`src/rtl/preadder_thread_scheduler.sv`:
```
// -----------------------------------------------------------------------------
// preadder_thread_scheduler
//
// Sequencer for an N-thread interleaved pre-adder. A free-running slot counter
// hands one input slot per thread every N_THREADS cycles. Each thread accepts a
// job (op + beat count), strobes its operand source in its own slot, and the
// job's tag travels down a delay line so that the pre-adder mode lines up with
// the matching result and the result markers line up with the Z0/Z1 register.
//
// Ports
//   clk        : clock
//   rstn       : synchronous reset, active-high (1 = reset)
//   req_valid  : per-thread job request
//   req_ready  : per-thread job accept (thread idle)
//   req_op     : per-thread op, 2 bits each: 00 PASS, 01 ADJ_ADD, 10 ADD_SUB
//   req_len    : per-thread beat count, LEN_W bits each (0 is illegal)
//   slot_tid   : thread owning the current input slot
//   beat_rd    : one-hot, operand source must drive X/Y this cycle
//   mode       : pre-adder mode, aligned to the result leaving the pre-adder
//   res_valid  : Z0/Z1 holds a valid result
//   res_tid    : thread of the result
//   res_first  : first valid result of the job
//   res_last   : last result of the job
//   done       : per-thread one-cycle pulse when the job's last result is out
//
// N_THREADS must be >= 2 and PRE_LAT must be >= 2.
// -----------------------------------------------------------------------------
module preadder_thread_scheduler #(
  parameter int N_THREADS = 4,
  parameter int PRE_LAT   = N_THREADS + 1,
  parameter int LEN_W     = 4
) (
  input  logic                           clk,
  input  logic                           rstn,
  input  logic [N_THREADS-1:0]           req_valid,
  output logic [N_THREADS-1:0]           req_ready,
  input  logic [2*N_THREADS-1:0]         req_op,
  input  logic [LEN_W*N_THREADS-1:0]     req_len,
  output logic [$clog2(N_THREADS)-1:0]   slot_tid,
  output logic [N_THREADS-1:0]           beat_rd,
  output logic [1:0]                     mode,
  output logic                           res_valid,
  output logic [$clog2(N_THREADS)-1:0]   res_tid,
  output logic                           res_first,
  output logic                           res_last,
  output logic [N_THREADS-1:0]           done
);

  localparam int TID_W = $clog2(N_THREADS);
  // Tag delay line depth: the final pre-adder stage consumes the tail (mode),
  // and the result registers add the last cycle of PRE_LAT.
  localparam int DEPTH = PRE_LAT - 1;
  localparam logic [TID_W-1:0] SLOT_MAX = TID_W'(N_THREADS - 1);

  localparam logic [1:0] OP_PASS = 2'b00;
  localparam logic [1:0] OP_ADJ  = 2'b01;
  localparam logic [1:0] OP_RSVD = 2'b11;

  typedef enum logic [1:0] {
    S_IDLE = 2'd0,
    S_WAIT = 2'd1,
    S_RUN  = 2'd2
  } state_t;

  typedef struct packed {
    logic             issued;
    logic [TID_W-1:0] tid;
    logic [1:0]       op;
    logic             first;   // beat index 0
    logic             second;  // beat index 1 (first result of ADJ_ADD)
    logic             last;
  } tag_t;

  // ---------------------------------------------------------------------------
  // Module-level signals
  // ---------------------------------------------------------------------------
  logic [TID_W-1:0]     r_slot;
  logic [N_THREADS-1:0] w_issue;
  logic [N_THREADS-1:0] w_idle;
  logic [N_THREADS-1:0] w_ill;
  logic [1:0]           w_thr_op     [N_THREADS];
  logic                 w_thr_first  [N_THREADS];
  logic                 w_thr_second [N_THREADS];
  logic                 w_thr_last   [N_THREADS];

  tag_t                 w_tag_in;
  tag_t                 r_tag [DEPTH];
  tag_t                 w_tail;
  logic                 w_tail_adj;
  logic                 w_res_valid_next;
  logic [N_THREADS-1:0] w_done_next;

  logic                 r_res_valid;
  logic [TID_W-1:0]     r_res_tid;
  logic                 r_res_first;
  logic                 r_res_last;
  logic [N_THREADS-1:0] r_done;

  // ---------------------------------------------------------------------------
  // Free-running slot counter
  // ---------------------------------------------------------------------------
  always_ff @(posedge clk) begin
    if (rstn) begin
      r_slot <= '0;
    end else if (r_slot == SLOT_MAX) begin
      r_slot <= '0;
    end else begin
      r_slot <= r_slot + TID_W'(1);
    end
  end

  // ---------------------------------------------------------------------------
  // Per-thread job FSMs
  // ---------------------------------------------------------------------------
  for (genvar gi = 0; gi < N_THREADS; gi++) begin : g_thr
    state_t           r_state;
    state_t           w_state_next;
    logic [1:0]       r_op;
    logic [1:0]       w_op_next;
    logic [LEN_W-1:0] r_rem;
    logic [LEN_W-1:0] w_rem_next;
    logic [LEN_W-1:0] r_idx;
    logic [LEN_W-1:0] w_idx_next;
    logic [1:0]       w_req_op;
    logic [LEN_W-1:0] w_req_len;
    logic             w_own;
    logic             w_issue_t;
    logic             w_ill_t;

    assign w_req_op  = req_op[2*gi +: 2];
    assign w_req_len = req_len[LEN_W*gi +: LEN_W];
    assign w_own     = (r_slot == TID_W'(gi));

    always_ff @(posedge clk) begin
      if (rstn) begin
        r_state <= S_IDLE;
        r_op    <= OP_PASS;
        r_rem   <= '0;
        r_idx   <= '0;
      end else begin
        r_state <= w_state_next;
        r_op    <= w_op_next;
        r_rem   <= w_rem_next;
        r_idx   <= w_idx_next;
      end
    end

    always_comb begin
      w_state_next = r_state;
      w_op_next    = r_op;
      w_rem_next   = r_rem;
      w_idx_next   = r_idx;
      w_issue_t    = 1'b0;
      w_ill_t      = 1'b0;
      if (!rstn) begin
        case (r_state)
          S_IDLE: begin
            if (req_valid[gi]) begin
              if (w_req_op == OP_RSVD || w_req_len == '0) begin
                // Swallowed job: stays idle, completion reported next cycle.
                w_ill_t = 1'b1;
              end else begin
                w_op_next    = w_req_op;
                w_rem_next   = w_req_len;
                w_idx_next   = '0;
                w_state_next = S_WAIT;
              end
            end
          end
          S_WAIT, S_RUN: begin
            // The first beat may go out in WAIT if the own slot arrives
            // immediately; the final beat frees the thread at the same edge.
            if (w_own) begin
              w_issue_t    = 1'b1;
              w_rem_next   = r_rem - LEN_W'(1);
              w_idx_next   = r_idx + LEN_W'(1);
              w_state_next = (r_rem == LEN_W'(1)) ? S_IDLE : S_RUN;
            end
          end
          default: w_state_next = S_IDLE;
        endcase
      end
    end

    assign w_idle[gi]       = (r_state == S_IDLE);
    assign w_issue[gi]      = w_issue_t;
    assign w_ill[gi]        = w_ill_t;
    assign w_thr_op[gi]     = r_op;
    assign w_thr_first[gi]  = (r_idx == '0);
    assign w_thr_second[gi] = (r_idx == LEN_W'(1));
    assign w_thr_last[gi]   = (r_rem == LEN_W'(1));

    // Slots are exclusive, so at most one thread's tag reaches the tail.
    assign w_done_next[gi] = (w_tail.issued && w_tail.last &&
                              (w_tail.tid == TID_W'(gi))) || w_ill[gi];
  end

  assign req_ready = w_idle & {N_THREADS{~rstn}};
  assign beat_rd   = w_issue;
  assign slot_tid  = r_slot;

  // ---------------------------------------------------------------------------
  // Tag delay line
  // ---------------------------------------------------------------------------
  always_comb begin
    w_tag_in = '0;
    if (|w_issue) begin
      w_tag_in.issued = 1'b1;
      w_tag_in.tid    = r_slot;
      w_tag_in.op     = w_thr_op[r_slot];
      w_tag_in.first  = w_thr_first[r_slot];
      w_tag_in.second = w_thr_second[r_slot];
      w_tag_in.last   = w_thr_last[r_slot];
    end
  end

  always_ff @(posedge clk) begin
    if (rstn) begin
      for (int i = 0; i < DEPTH; i++) begin
        r_tag[i] <= '0;
      end
    end else begin
      r_tag[0] <= w_tag_in;
      for (int i = 1; i < DEPTH; i++) begin
        r_tag[i] <= r_tag[i-1];
      end
    end
  end

  assign w_tail     = r_tag[DEPTH-1];
  assign w_tail_adj = (w_tail.op == OP_ADJ);
  assign mode       = w_tail.issued ? w_tail.op : OP_PASS;

  // ADJ_ADD beat 0 has no earlier partner, so it produces no result.
  assign w_res_valid_next = w_tail.issued && !(w_tail_adj && w_tail.first);

  always_ff @(posedge clk) begin
    if (rstn) begin
      r_res_valid <= 1'b0;
      r_res_tid   <= '0;
      r_res_first <= 1'b0;
      r_res_last  <= 1'b0;
      r_done      <= '0;
    end else begin
      r_res_valid <= w_res_valid_next;
      r_res_tid   <= w_tail.tid;
      r_res_first <= w_res_valid_next &&
                     (w_tail_adj ? w_tail.second : w_tail.first);
      r_res_last  <= w_res_valid_next && w_tail.last;
      r_done      <= w_done_next;
    end
  end

  assign res_valid = r_res_valid;
  assign res_tid   = r_res_tid;
  assign res_first = r_res_first;
  assign res_last  = r_res_last;
  assign done      = r_done;

endmodule

```
`config.mk`:
```
export PLATFORM = sky130hd
export DESIGN_NAME = preadder_thread_scheduler
export DESIGN_NICKNAME = d
export VERILOG_FILES = /design/src/rtl/preadder_thread_scheduler.sv
export SDC_FILE = /design/constraint.sdc
export NUM_CORES = 1
export LEC_CHECK = 0
export BUFFER_PORTS_ARGS = -buffer_cell sky130_fd_sc_hd__buf_2
export CELL_PAD_IN_SITES_DETAIL_PLACEMENT = 2
export CELL_PAD_IN_SITES_GLOBAL_PLACEMENT = 2
export CORE_MARGIN = 5
export CORE_UTILIZATION = 25
export CTS_BUF_LIST = sky130_fd_sc_hd__clkbuf_4 sky130_fd_sc_hd__clkbuf_8
export DETAILED_ROUTE_END_ITERATION = 10
export PLACE_DENSITY_LB_ADDON = 0.12
export SETUP_SLACK_MARGIN = 0.15
export SYNTH_ARGS = -nofsm -noshare
export SYNTH_HDL_FRONTEND = slang
export SYNTH_SLANG_ARGS = --single-unit
```
`constraint.sdc`:
```
create_clock -name clk -period 1.79 [get_ports clk]
set_input_delay 0.2685 -clock clk [delete_from_list [all_inputs] [get_ports clk]]
set_output_delay 0.2685 -clock clk [all_outputs]
set_load 0.005 [all_outputs]
```
==> results of run 1 <==
[flip-flops by register name, summed over array words and instances, names as in the netlist]
signal / cells
done: 4
g_thr.r_idx: 16
g_thr.r_op: 8
g_thr.r_rem: 16
g_thr.r_state: 8
r_tag: 32
res_first: 1
res_last: 1
res_tid: 2
res_valid: 1
slot_tid: 2
[what timing repair did]
item,4_1_cts,5_1_grt
resized for setup,57,49
setup buffers,21,22
setup endpoints to repair,41,33
pin swaps,13,22
[metal layers]
layer	wire length [um]	up-vias	track usage, %	share of wire [%]
met3	367	9	3.02	2.4
met5	0	-	0	0
met4	132	0	3.92	0.86
met1	7010	2045	17.7	46
met2	7800	46	24.1	51
li1	-	2040	-	-
[logic make-up after synthesis]
group | after synthesis | share of synthesized area, %
flip-flops | 91 | 39.8
buffers and inverters | 64 | 5.94
adder cells (fa/ha/maj) | 31 | 8.48
multiplexers | 20 | 5.20
AND/OR/NAND/NOR | 189 | 23.2
AO/OA/AOI/OAI | 110 | 17.3
[where the power goes]
| part | leakage [nW] | internal [mW] | switching (mW) |
|---|---|---|---|
| registers | 0.744 | 2.19 | 0.127 |
| clock network | 0.103 | 0.559 | 0.929 |
| logic | 1.74 | 1.13 | 1.07 |
[tightest hold or removal path, cell delays in order]
cell	delay [ns]
buf_2	0.11
mux2i_1	0.07
nor2_1	0.08
[cells in the final DEF, fill, tap and decap left out, types with 4 or more instances in the layout]
| master | instances |
|---|---|
| dfxtp_1 | 79 |
| buf_4 | 66 |
| buf_2 | 49 |
| nor2b_1 | 35 |
| nand2_1 | 26 |
| inv_1 | 24 |
| a21oi_1 | 24 |
| ha_1 | 23 |
| nor2_1 | 22 |
| o21ai_0 | 21 |
| nand3_1 | 19 |
| mux2i_1 | 17 |
| buf_6 | 15 |
| inv_2 | 13 |
| and2_1 | 11 |
| dfxtp_2 | 11 |
| clkbuf_8 | 9 |
| or3_1 | 8 |
| ha_4 | 8 |
| nand2b_1 | 7 |
| o31ai_1 | 6 |
| a31oi_1 | 6 |
| or4_4 | 5 |
| o211ai_1 | 5 |
| nor3_1 | 5 |
| a221oi_1 | 5 |
| nor3b_1 | 5 |
| buf_12 | 5 |
| nand2_4 | 4 |
| nor2_4 | 4 |
| a21boi_0 | 4 |
| a21oi_2 | 4 |
| nand4_1 | 4 |
[final timing paths]
kind,startpoint,endpoint,slack [ns],cells past startpoint
setup reg to reg,g_thr[2].r_state[0],g_thr[2].r_idx[1],0.12,8
setup / recovery,slot_tid[1],beat_rd[2],0.09,5
hold reg to reg,r_tag[0][3],r_tag[1][3],0.45,1
hold / removal,req_op[6],g_thr[3].r_op[0],0.17,3
[layout make-up]
type / instances / area, sq um
fill: 2016 / 11700
clock buffer: 9 / 124
sequential: 91 / 1840
timing repair buffer: 136 / 1020
multi-input combinational: 350 / 2770
inverter: 39 / 155
tap: 229 / 287
clock inverter: 7 / 81.3
[stage by stage]
stage | cells | setup slack, ns | hold WS, ns | cell area, sq um | TNS, ns
3_3_place_gp | 802 | 0.0410 | 0.416 | 5380 | 0
4_1_cts | 839 | 0.0509 | 0.157 | 5930 | 0
2_1_floorplan | 505 | 0.152 | 0.399 | 4620 | 0
3_5_place_dp | 802 | -0.00593 | 0.425 | 5380 | -0.00833
5_1_grt | 861 | 0.0168 | 0.162 | 6280 | 0
6_report | 861 | 0.0850 | 0.174 | 6280 | 0
==> flow_summary.toml, run 1 <==
[global_routing]
grt_pass1_wl_um = 24100
grt_usage_pct = 14.0
antenna_found_initial = 0
gr-total-overflow = 0
grt_max_degree = 32
grt_pass1_vias = 4506

[timing]
slew_viol_final = 0
maxSlewHeadroom_pct = 67.0
setup_viol = 0
final.min_clock_period_ns = 1.70
fmax_mhz = 587
finalClockSkew_ns = 0.0120
fin_crit_sh_pct = 95.3
tightest_slew_ns = 0.495
final-hold-violation-count = 0
rsz0062_at_grt = "true"

[die]
rows = 49
die_area_sq_um = 21100
chipHeight_um = 145
coreArea_sq_um = 18000
start_util_pct = 25.5
pin_count = 51
fp.dieW_um = 145

[run_status]
outcome = "finished, final reports clean"

[power_and_ir_drop]
ir_worst_vdd_mv = 0.367
power.leakage_nw = 2.59
p_total_mw = 5.99
p_per_area_nw_per_um2 = 955

[cells_and_area]
diodes = 0
areaGrowthSynthToFinish_pct = 37.3
layout-drive-gt1-share_pct = 37.7
final_util_pct = 34.9
final_nets = 688

[clocking]
cts-root-buf = "clkbuf_8"
clk_latency_ns = 0.38
cts_buffer_depth = 2
cts_max_level = 3
ctsHoldBuffers = 0
clkTransAtPathRegs_ns = 0.11
cts_buffers = 9
cts_tree = "yes"
cts_sinks = 91

[synthesis]
synth_seq_cells = 91
yosysMostFrequentCell = "dfxtp_1"
synth-edff-count = 0
synth-main-ff-cell = "dfxtp_1"
avgSynthCellArea_sq_um = 9.06
yosys_warnings = 0
synth_cells = 505
ys_seq_area_share_pct = 39.8
synth_top_area_share_pct = 39.8
syn_area_sq_um = 4570
synth.distinct_cells = 60
synth_largest_area_cell = "dfxtp_1"
synthTopCellsByArea = "dfxtp_1 (40%), ha_1 (8.5%), nor2b_1 (5.3%)"
async_flop_share_pct = 0
syn_nets = 566
synthTopCellsByCount = "dfxtp_1 (91), inv_1 (39), nor2b_1 (39), ha_1 (31), nand2_1 (30)"

[min_path]
hold_class = "input pin to flip-flop"

[critical_path]
cp_max_fo = 3
critical_path.max_stage_delay_ns = 0.36
critPathSlowestCell = "dfxtp_2"
crit_family = "flip-flops"
critPathArrivalTime_ns = 1.44
cp_num_buf_inv = 3
crit_path_start_kind = "flip-flop"
crit_required_ns = 1.52
cp_common_cell = "buf_6"
endpoint_kind = "primary output"
cp_cell_sequence = "buf_6 -> ha_4 -> and3b_1 -> buf_6 -> buf_6"
critical_path_class = "flip-flop to primary output"

[placement]
detailed_place_hpwl_um = 11100
gp_congestion = 0.733
numPortBuffers = 50

[drt]
via_per_inst = 4.81
drt_wl_total_um = 15300
drc_errors = 0
vias = 4140
wl_per_cell_um = 17.8
postRouteAntennaNets = 0
dr.first_iter.drc_count = 87
drtPass1Iterations = 4

[job]
cap_violations = 0
Note: power is estimated with default switching activity, not from simulation.
==> run 2: changes to the inputs <==
CTS_BUF_LIST = sky130_fd_sc_hd__clkbuf_4 sky130_fd_sc_hd__clkbuf_8 sky130_fd_sc_hd__clkbuf_16   (was sky130_fd_sc_hd__clkbuf_4 sky130_fd_sc_hd__clkbuf_8)
==> run 2 against run 1 <==
  * Count of clock-buffer cells in the layout unchanged
  * Worst hold slack better by 0.030 ns
  * Clock skew down 0.0057 ns
  * Combinational power down 4%
  * Via count down 0.65%
  * Highest routed layer unchanged
==> flow_summary.toml, run 2 (synthesis gave the netlist of run 1 again) <==
[drt]
drt_wl_total_um = 15100
drtPass1Iterations = 4
postRouteAntennaNets = 0
wl_per_cell_um = 17.6
vias = 4113
dr.first_iter.drc_count = 93
via_per_inst = 4.79
drc_errors = 0

[placement]
detailed_place_hpwl_um = 11100
gp_congestion = 0.733
place_ws_ns = -0.00593
numPortBuffers = 50

[min_path]
hold_depth = 3
min_to = "g_thr[2].r_rem[0]"
hold_start = "req_len[8]"
hold_class = "input pin to flip-flop"

[critical_path]
critPathSlowestCell = "dfxtp_2"
r2r_end = "g_thr[0].r_rem[0]"
critPathArrivalTime_ns = 1.40
cp_common_cell = "buf_6"
endpoint_kind = "primary output"
reg2regPathDepth = 7
critical_path.max_stage_delay_ns = 0.34
crit_path_start_kind = "flip-flop"
crit_family = "flip-flops"
cp_max_fo = 3
critical_path_class = "flip-flop to primary output"
cp_num_buf_inv = 3
cp_cell_sequence = "inv_2 -> ha_4 -> and3b_1 -> buf_6 -> buf_6"
r2r_slack_ns = 0.16
crit_required_ns = 1.52
timing.rr.start = "g_thr[0].r_state[0]"

[cells_and_area]
seq_area_sq_um = 1840
diodes = 0
final_util_pct = 35.1
largest_reg_flops = 32
largest_register = "r_tag"
final_nets = 686
final_common_cell = "dfxtp_1"
layout_common_cells = "dfxtp_1 (79), buf_4 (69), buf_2 (49)"
top_regs = "r_tag: 32 flops, g_thr.r_idx: 16 flops, g_thr.r_rem: 16 flops"
multi_input_area_sq_um = 2750
fillers = 1998
layout-drive-gt1-share_pct = 36.8
areaGrowthSynthToFinish_pct = 37.9

[timing]
tightest_slew_ns = 0.415
final-hold-violation-count = 0
setup_viol = 0
final.min_clock_period_ns = 1.67
finalClockSkew_ns = 0.00628
fin_crit_sh_pct = 93.5
rsz0062_at_grt = "true"
fmax_mhz = 598
slew_viol_final = 0
maxSlewHeadroom_pct = 72.3
final.setup.worst_slack_ns = 0.117

[clocking]
clkTransAtPathRegs_ns = 0.07
cts_buffer_depth = 2
cts-root-buf = "clkbuf_16"
cts_max_level = 3
ctsHoldBuffers = 0
clk_latency_ns = 0.35
cts_tree = "yes"
cts_sinks = 91
cts_buffers = 9

[power_and_ir_drop]
sw_frac_of_total_pct = 33.5
internal-power_mw = 4.25
p_sw_mw = 2.14
p_seq_share_pct = 36.2
ir_worst_vdd_mv = 0.458
pwr-share-clk_pct = 30.8
combPwrFrac_pct = 33.0
p_per_area_nw_per_um2 = 1010
power.leakage_nw = 2.61

[die]
pin_count = 51
start_util_pct = 25.5
die_area_sq_um = 21100
coreArea_sq_um = 18000
rows = 49
fp.dieW_um = 145
chipHeight_um = 145

[global_routing]
gr-total-overflow = 0
grt_usage_pct = 14.2
antenna_found_initial = 0
grt_max_degree = 32
grt_pass1_wl_um = 24400
grt_pass1_vias = 4500

[run_status]
outcome = "finished, final reports clean"

[job]
cap_violations = 0
## run 2: cell types whose count changed in the layout (fill, tap and decap cells not counted), sizes merged
| cell | change |
|---|---|
| buf | -2 |
| clkinvlp | -1 |
| inv | +1 |
## run 2: how the worst max path moves through the flow
stage / start / end / slack [ns] / depth (start not counted)
after floorplan: slot_tid[0] / g_thr[0].r_idx[3] / 0.15 / 6
after global placement: req_len[6] / g_thr[1].r_rem[1] / 0.04 / 5
after detailed placement: g_thr[0].r_state[0] / g_thr[0].r_rem[0] / -0.006 / 6
after CTS: g_thr[3].r_state[0] / beat_rd[3] / 0.1 / 6
after global routing: g_thr[2].r_state[1] / beat_rd[2] / 0.07 / 5
final: g_thr[2].r_state[0] / beat_rd[2] / 0.12 / 5
## run 2: per-layer routing
| layer | track usage (%) | wire (um) | vias to the layer above |
|---|---|---|---|
| met5 | 0 | 0 | - |
| met4 | 3.03 | 112 | 0 |
| met3 | 3.74 | 412 | 9 |
| met2 | 24.8 | 7660 | 46 |
| met1 | 17.8 | 6890 | 2028 |
| li1 | - | - | 2030 |
## run 2: final cells by class
| type | count | area share [%] |
|---|---|---|
| Clock buffer | 9 | 3.57 |
| Clock inverter | 7 | 1.29 |
| Inverter | 39 | 2.40 |
| Multi-Input combinational cell | 350 | 43.6 |
| Sequential cell | 91 | 29.2 |
| Tap cell | 229 | 4.54 |
| Timing Repair Buffer | 134 | 15.4 |
## run 2: repair_timing
action,4_1_cts,5_1_grt
buffers inserted,23,18
setup endpoints to repair,38,33
endpoints found under the hold margin,0,0
gates cloned,0,0
resized for setup,53,43
pin swaps,14,20
## run 2: power by group through the flow
stage                     logic (mW)  registers (mW)  clock network (mW)
after floorplan                 1.05            2.31                   0
after global placement          1.63            2.34                   0
after detailed placement        1.67            2.35                   0
after CTS                       1.90            2.31                2.05
after global routing            2.32            2.33                2.13
final                           2.11            2.31                1.97
## run 2: stage by stage
step | setup TNS (ns) | hold WS [ns] | power [mW] | cell area, sq um | cells
final | 0 | 0.205 | 6.39 | 6310 | 859
after global routing | 0 | 0.205 | 6.79 | 6310 | 859
after CTS | 0 | 0.197 | 6.27 | 6030 | 841
after detailed placement | -0.00833 | 0.425 | 4.01 | 5380 | 802
after global placement | 0 | 0.416 | 3.97 | 5380 | 802
after floorplan | 0 | 0.399 | 3.36 | 4620 | 505
## run 2: worst reg2reg max path, stage by stage, from the launching register on
cell      delay, ns
dfxtp_2        0.34
inv_2          0.05
ha_4           0.27
buf_4          0.15
nand2b_4       0.07
o21ai_4        0.08
or4_4          0.48
a21oi_2        0.12
==> run 3: changes to the inputs <==
CORE_MARGIN = 10   (was 5)
==> run 3 against run 2 <==
  * Setup slack worse by 0.025 ns
  * Flip-flop and latch count stayed put
  * Via count is 1.0% lower
  * Die area is 14% higher
  * Total power hardly changed
  * Combinational power hardly changed
  * Utilization is 0.46 points lower
  * Cell count is 2.0% lower
  * Design area is 1.3% lower
  * Sequential share of layout area is 0.45 points higher
==> flow_summary.toml, run 3 (synthesis gave the netlist of run 1 again) <==
[drt]
vias = 4071
postRouteAntennaNets = 0
wl_per_cell_um = 18.1
via_per_inst = 4.83
drtPass1Iterations = 4
drc_errors = 0
drt_wl_total_um = 15300
dr.first_iter.drc_count = 148

[placement]
detailed_place_hpwl_um = 11300
place_ws_ns = 0.00965
gp_congestion = 0.750
numPortBuffers = 50

[die]
pin_count = 51
chipHeight_um = 155
rows = 49
fp.dieW_um = 155
coreArea_sq_um = 18000
start_util_pct = 25.5
die_area_sq_um = 24100

[critical_path]
critPathArrivalTime_ns = 1.43
critical_path.max_stage_delay_ns = 0.37
critPathSlowestCell = "dfxtp_4"
cp_max_fo = 4
cp_cell_sequence = "buf_6 -> ha_4 -> and3b_1 -> buf_6 -> buf_6"
r2r_slack_ns = 0.16
critical_path_class = "flip-flop to primary output"
crit_path_start_kind = "flip-flop"
crit_required_ns = 1.52
timing.rr.start = "g_thr[2].r_state[0]"
startpoint = "slot_tid[1]"
reg2regPathDepth = 8
endpoint_kind = "primary output"
r2r_end = "g_thr[2].r_state[1]"
cp_common_cell = "buf_6"

[timing]
final-hold-violation-count = 0
rsz0062_at_grt = "true"
timing.hold.ws_ns = 0.187
tightest_slew_ns = 0.531
fin_crit_sh_pct = 94.9
final.min_clock_period_ns = 1.70
fin_setup_tns_ns = 0
slew_viol_final = 0
finalClockSkew_ns = 0.00864
final.setup.worst_slack_ns = 0.0920
maxSlewHeadroom_pct = 64.6
fmax_mhz = 589
setup_viol = 0

[power_and_ir_drop]
ir_worst_vdd_mv = 0.502
p_per_area_nw_per_um2 = 1030
power.leakage_nw = 2.54
p_total_mw = 6.39

[clocking]
cts-root-buf = "clkbuf_16"
clkTransAtPathRegs_ns = 0.08
clk_latency_ns = 0.36
cts_buffers = 9
cts_buffer_depth = 2
cts_sinks = 91
cts_tree = "yes"
ctsHoldBuffers = 0
cts_max_level = 3

[global_routing]
grt_max_degree = 25
grt_pass1_wl_um = 24600
grt_usage_pct = 12.7
grt_pass1_vias = 4528
antenna_found_initial = 0
gr-total-overflow = 0

[cells_and_area]
layout-drive-gt1-share_pct = 35.9
final_nets = 669
layout_common_cells = "dfxtp_1 (78), buf_4 (51), buf_2 (48)"
areaGrowthSynthToFinish_pct = 36.1
top_regs = "r_tag: 32 flops, g_thr.r_idx: 16 flops, g_thr.r_rem: 16 flops"
largest_reg_flops = 32
largest_register = "r_tag"
final_common_cell = "dfxtp_1"
diodes = 0

[min_path]
hold_start = "req_op[5]"
hold_depth = 3
min_to = "g_thr[2].r_op[1]"
hold_class = "input pin to flip-flop"

[run_status]
outcome = "finished, final reports clean"

[job]
cap_violations = 0
==> run 3: area by class of cell <==
class / instances / area, sq um
fillers: 1997 / 11700
multi-input cells: 350 / 2780
flip-flops and latches: 91 / 1840
repair buffers: 117 / 852
well taps: 229 / 287
clock buffers: 9 / 225
inverters: 39 / 158
clock inverters: 7 / 81.3
==> run 3: power breakdown <==
| part | leakage (nW) | switching (mW) | internal [mW] |
|---|---|---|---|
| Combinational | 1.64 | 1.06 | 1.03 |
| Sequential | 0.745 | 0.127 | 2.19 |
| Clock | 0.150 | 0.989 | 0.997 |
| Total | 2.54 | 2.17 | 4.22 |
==> run 3: per-layer routing <==
metal / share of wire, % / GRT usage [%] / up-vias
li1: - / - / 1987
met1: 45 / 15.3 / 2016
met2: 51 / 22.5 / 56
met3: 3.5 / 2.67 / 12
met4: 0.92 / 3.21 / 0
met5: 0 / 0 / -
==> run 3: repair_timing <==
action | 4_1_cts | 5_1_grt
resized for setup | 41 | 63
pin swaps | 7 | 19
endpoints found under the hold margin | 0 | 0
endpoints found under the setup margin | 39 | 37
setup buffers | 11 | 14
==> run 3: worst max path at each step <==
stage,to,slack (ns),cells past startpoint
after global placement,r_tag[0][1],0.02,5
after CTS,beat_rd[1],0.03,5
after detailed placement,r_tag[0][1],0.01,5
after global routing,beat_rd[2],0.04,5
after floorplan,g_thr[0].r_idx[3],0.15,6
final,beat_rd[2],0.09,5
==> run 3: through the flow <==
stage	cells	area (sq um)	util (%)
after detailed placement	801	5360	29.8
after global routing	842	6230	34.7
final	842	6230	34.7
after floorplan	505	4620	-
after CTS	828	5880	32.7
after global placement	801	5360	29.8
==> run 3: worst max-delay path: cells and delay by family, from the launching register on <==
| family | cells | cell delay, ns |
|---|---|---|
| DFF | 1 | 0.37 |
| buffers and inverters | 3 | 0.35 |
| adders and majority gates | 1 | 0.16 |
| and+or+nand+nor | 1 | 0.19 |
